File: src/rtl/vec_mul_if.sv
// Handshake/data bundle for the vec_mul dot-product unit.
// The master drives the enable qualifier and the packed x/k vectors.
// The slave (vec_mul) returns the signed sum y and its v_valid flag.
interface vec_mul_if #(
    parameter int C   = 9,
    parameter int W_X = 8,
    parameter int W_K = 8
);
    localparam int W_Y = W_X + W_K + $clog2(C);

    logic                        enable;
    logic [C-1:0][W_X-1:0]       x;
    logic [C-1:0][W_K-1:0]       k;
    logic signed [W_Y-1:0]       y;
    logic                        v_valid;

    modport master (
        output enable, x, k,
        input  y, v_valid
    );

    modport slave (
        input  enable, x, k,
        output y, v_valid
    );
endinterface

File: src/rtl/vec_mul.sv
// vec_mul: pipelined signed dot product sum(x[c]*k[c]) over C element pairs.
// Stage 0 registers the C full-width products; each following stage is one
// level of a registered binary adder tree, so LATENCY = $clog2(C)+1.
// enable advances every data and valid register together; enable=0 stalls.
// Optional feature macro VEC_MUL_RELU_EN: when defined the final stage
// registers max(sum,0); when undefined y is the raw signed sum.
module vec_mul #(
    parameter int C   = 9,
    parameter int W_X = 8,
    parameter int W_K = 8
) (
    input logic     clk,
    input logic     rstn,
    vec_mul_if.slave bus
);
    localparam int W_P     = W_X + W_K;
    localparam int LEVELS  = $clog2(C);
    localparam int W_Y     = W_P + LEVELS;
    localparam int LATENCY = LEVELS + 1;

    // Every tree node is carried at the full result width. Sign-extending all
    // operands up front is arithmetically identical to growing one bit per
    // level, and the result width already bounds the largest possible sum.
    typedef logic signed [W_Y-1:0] acc_t;

    // Index [level][node]. One spare node column (index C) is always zero so
    // an unpaired node at an odd-sized level adds zero, i.e. passes unchanged.
    acc_t             sum_d [LEVELS+1][C+1];
    acc_t             sum_p [LEVELS+1][C+1];
    logic [LATENCY-1:0] vld_p;

    // Exact signed product, sign-extended to the accumulator width.
    function automatic acc_t mul_ext(input logic signed [W_X-1:0] a,
                                     input logic signed [W_K-1:0] b);
        logic signed [W_P-1:0] p;
        p = a * b;
        return acc_t'(p);
    endfunction

    // Final-stage activation applied before the output register.
    function automatic acc_t relu(input acc_t s);
`ifdef VEC_MUL_RELU_EN
        return s[W_Y-1] ? acc_t'(0) : s;
`else
        return s;
`endif
    endfunction

    // Next-state values for every pipeline level: products, then adder tree.
    always_comb begin
        int n;
        sum_d = '{default: '0};
        n     = C;
        for (int c = 0; c < C; c++) begin
            sum_d[0][c] = mul_ext(bus.x[c], bus.k[c]);
        end
        for (int l = 1; l <= LEVELS; l++) begin
            for (int i = 0; i < (C + 1) / 2; i++) begin
                if (i < (n + 1) / 2) begin
                    sum_d[l][i] = sum_p[l-1][2*i] + sum_p[l-1][2*i+1];
                end
            end
            n = (n + 1) / 2;
        end
        sum_d[LEVELS][0] = relu(sum_d[LEVELS][0]);
    end

    // Pipeline registers: cleared asynchronously, advance only when enabled.
    always_ff @(posedge clk or negedge rstn) begin
        if (!rstn) begin
            sum_p <= '{default: '0};
            vld_p <= '0;
        end else if (bus.enable) begin
            sum_p <= sum_d;
            vld_p <= LATENCY'({vld_p, 1'b1});
        end
    end

    assign bus.y       = sum_p[LEVELS][0];
    assign bus.v_valid = vld_p[LATENCY-1];
endmodule

File: src/flat_wrapper.sv
// flat-port wrapper written by rule: the top's interface ports become plain ports
module vec_mul_flat 
#(
    parameter int C   = 9,
    parameter int W_X = 8,
    parameter int W_K = 8
)
  (clk, rstn, bus_enable, bus_x, bus_k, bus_y, bus_v_valid);
  vec_mul_if #(.C(C), .W_X(W_X), .W_K(W_K)) bus_i ();
  input logic clk;
  input logic rstn;
  input wire logic [$bits(bus_i.enable)-1:0] bus_enable;
  input wire logic [$bits(bus_i.x)-1:0] bus_x;
  input wire logic [$bits(bus_i.k)-1:0] bus_k;
  output wire logic [$bits(bus_i.y)-1:0] bus_y;
  output wire logic [$bits(bus_i.v_valid)-1:0] bus_v_valid;
  assign bus_i.enable = bus_enable;
  assign bus_i.x = bus_x;
  assign bus_i.k = bus_k;
  assign bus_y = bus_i.y;
  assign bus_v_valid = bus_i.v_valid;
  vec_mul #(.C(C), .W_X(W_X), .W_K(W_K)) u_core (.clk(clk), .rstn(rstn), .bus(bus_i));
endmodule
File: config.mk
export PLATFORM = sky130hd
export DESIGN_NAME = vec_mul_flat
export DESIGN_NICKNAME = d
export VERILOG_FILES = /design/src/rtl/vec_mul_if.sv /design/src/rtl/vec_mul.sv /design/src/flat_wrapper.sv
export SDC_FILE = /design/constraint.sdc
export NUM_CORES = 2
export LEC_CHECK = 0
export BUFFER_PORTS_ARGS = -buffer_cell sky130_fd_sc_hd__buf_4
export CORE_ASPECT_RATIO = 2
export CORE_MARGIN = 10
export CORE_UTILIZATION = 60
export DETAILED_ROUTE_END_ITERATION = 12
export GPL_TIMING_DRIVEN = 0
export PLACE_DENSITY = 0.89
export SLEW_MARGIN = 20
export SYNTH_ARGS = -nofsm -noshare
export SYNTH_HDL_FRONTEND = slang
export SYNTH_SLANG_ARGS = --single-unit
File: constraint.sdc
create_clock -name clk -period 2.8 [get_ports clk]
set_input_delay 0.42 -clock clk [delete_from_list [all_inputs] [get_ports clk]]
set_output_delay 0.42 -clock clk [all_outputs]
set_load 0.01 [all_outputs]
==> out/qor.yml <==
outcome: "complete, but fails checks"
violations: "setup timing"
arrival_ns: 4.63
core_region_area_um2: 67900
leakagePower_uw: 0.0230
ys_seq_elements: 345
synth.avg_cell_area_um2: 9.65
slew_viol_final: 0
num-nets-final: 5633
drtPass1Iterations: 5
synthDistinctLibCells: 72
crit_type: "in2reg"
root_buffer: "clkbuf_16"
hpwl_um: 90300
cp.required_ns: 3.24
synth_nets: 5314
grt_pass1_vias: 36368
ys_dominant_reg_cell: "dfrtp_1"
port_buffers: 167
synth_area_leaders: "fa_1 24%, dfrtp_1 21%, ha_1 12%, inv_1 7.2%, mux2_2 5.8%"
antenna_found_initial: 5
cap_viol_max_count: 0
vias: 33574
ys_warn_count: 0
core.rowCount: 135
fmax_ghz: 0.238
routabilityCongestion: 0.971
clock_latency_ns: 0.56
grt_use_total_pct: 30.3
via_per_inst: 6.10
ys_seq_area_share_pct: 21.0
path_clk_slew_ns: 0.07
layout-drive-gt1-share_pct: 24.1
finalCriticalPeriod_ns: 4.19
finalHoldViolCount: 0
grt_max_degree: 88
relSlewSlack_pct: 13.7
fp.dieH_um: 391
die_w_um: 205
cts_tree: "built"
worst_slew_pin_slew_ns: 1.29
cts_made_buffers: 34
drtIter0Drc: 2347
hold_ws_ns: 0.172
drc: 0
grt_setup_unrepaired: "yes"
wl_per_cell_um: 23.0
synthCells: 4267
pwr_density_cell_nw_per_um2: 1210
final_critical_path_setup_slack_ns: -1.39
grt_first_pass_wirelength_um: 190000
drtAntennaViolNets: 0
h-tree-depth: 2
die_area_um2: 80200
final-setup-viol-count: 98
fin_crit_sh_pct: 150
yosysTopAreaCellShare_pct: 24.4
synth_edf_count: 0
min_path_type: "in2reg"
critPathLaunchType: "input pin"
syn-cell-area_um2: 41200
cts.path.max_buffers: 3
worstSetupEndpointType: "flop"
area_growth_pct: 18.3
filler_cell_count: 4446
max-vdd-ir-drop_mv: 0.654
power_uw: 58800
synthArstFlopShare_pct: 100
io_pins: 168
grt-ovfl-total: 0
start_util_pct: 60.7
clock-sinks: 345
cp_max_fo: 7
finalWirelength_um: 127000
clock_skew_ns: 0.0173
synth_top_cell_by_area: "fa_1"
cell usage in the layout, fill, tap and decap left out, types with 37 or more instances in the layout:
master    synthesis  routed
nand2_1         293     265
fa_2              0      45
and2_1          372     284
o21a_1           38      37
o21ai_0         123      87
ha_4              0      58
nor2b_1          85      79
a21oi_1         133     107
inv_1           788     689
nor3_1           47      38
mux2_2          211     184
xnor2_1         179     161
fa_1            503     458
nand3_1          47      46
buf_6             0      82
a21o_1           54      54
and2_4            0      88
inv_2             0      96
dfrtp_1         345     344
buf_4            20     188
clkbuf_1         49      45
ha_1            397     319
nor2_1          146     140
cells by family after synthesis:
group	Yosys count	synth area share [%]
compound gates	615	10.0
fa+ha+maj	900	36.5
mux	225	6.11
simple gates	1119	14.1
flops	345	21.0
buf+inv	868	8.09
xor+xnor	195	4.15
cells in the mapped netlist, types with 47 or more instances:
library cell  number
clkbuf_1          49
a21o_1            54
fa_1             503
a21oi_1          133
nand3_1           47
xnor2_1          179
nor2b_1           85
nand2_1          293
dfrtp_1          345
nor3_1            47
mux2_2           211
ha_1             397
nor2_1           146
and2_1           372
o21ai_0          123
inv_1            788
registers in the layout, summed over array words and instances (netlist names):
register and flops:
u_core.vld_p 5, u_core.sum_p 320, u_core.bus.y 20
final cells by class:
cell class	count	area [µm²]	share of cell area (%)
multi-input cells	3054	31600	65.0
flip-flops and latches	345	8630	17.7
inverters	788	2970	6.09
repair buffers	283	2790	5.73
well taps	890	1110	2.29
clock buffers	48	983	2.02
plain buffers	80	403	0.827
clock inverters	13	173	0.354
diodes	3	7.51	0.0154
where the power goes:
group / total (µW) / internal [µW] / switching [µW]
Sequential: 9740 / 7490 / 2250
Combinational: 44200 / 20600 / 23700
Clock: 4860 / 2760 / 2100
worst max-delay path: stages:
cell,delay (ns)
buf_8,0.11
and2_4,0.16
fa_1,0.54
inv_2,0.05
fa_1,0.50
inv_2,0.05
fa_1,0.53
inv_1,0.05
fa_2,0.52
inv_2,0.04
ha_4,0.23
and2_4,0.15
a31oi_4,0.16
a21oi_2,0.11
a211oi_2,0.40
a21oi_2,0.13
xnor2_2,0.20
mux2_4,0.28
path summary, 6_finish.rpt:
path | start | end | slack, ns | depth (start not counted)
max | bus_x[47] | u_core.sum_p[895]$_DFFE_PN0P_ | -1.39 | 18
max in group asynchronous | rstn | u_core.sum_p[780]$_DFFE_PN0P_ | 0.87 | 5
min | bus_k[40] | u_core.sum_p[880]$_DFFE_PN0P_ | 0.17 | 3
min reg2reg | u_core.vld_p[0]$_DFFE_PN0P_ | u_core.vld_p[0]$_DFFE_PN0P_ | 0.46 | 1
max reg2reg | u_core.sum_p[375]$_DFFE_PN0P_ | u_core.bus.y[19]$_DFFE_PN0P_ | 0 | 8
min in group asynchronous | rstn | u_core.sum_p[872]$_DFFE_PN0P_ | 0.36 | 2
layer usage:
metal | vias up | wire, µm | global-route usage [%]
li1 | 14462 | - | -
met1 | 16795 | 40200 | 29.8
met2 | 1563 | 65200 | 54.1
met3 | 748 | 7280 | 4.57
met4 | 6 | 13900 | 26.7
met5 | - | 35 | 0
metrics by stage:
stage          setup slack (ns)  utilization (%)  TNS (ns)  std cells  instance area, µm²
2_1_floorplan             -1.45                -    -90.77       4267               42100
3_3_place_gp              -2.02             65.4   -764.18       5324               44400
3_5_place_dp              -2.08             65.6   -154.37       5328               44500
4_1_cts                   -1.25             70.0    -72.39       5456               47500
5_1_grt                   -1.46             71.7    -89.57       5501               48700
6_report                  -1.39             71.7    -81.07       5504               48700
what timing repair did:
item / CTS / global route
setup endpoints to repair: 109 / 106
gates resized for setup: 323 / 222
pin swaps: 171 / 135
endpoints found under the hold margin: 41 / 0
hold buffers: 1 / 0
buffers inserted: 68 / 61
No activity file was read; power rests on OpenSTA's default activity.
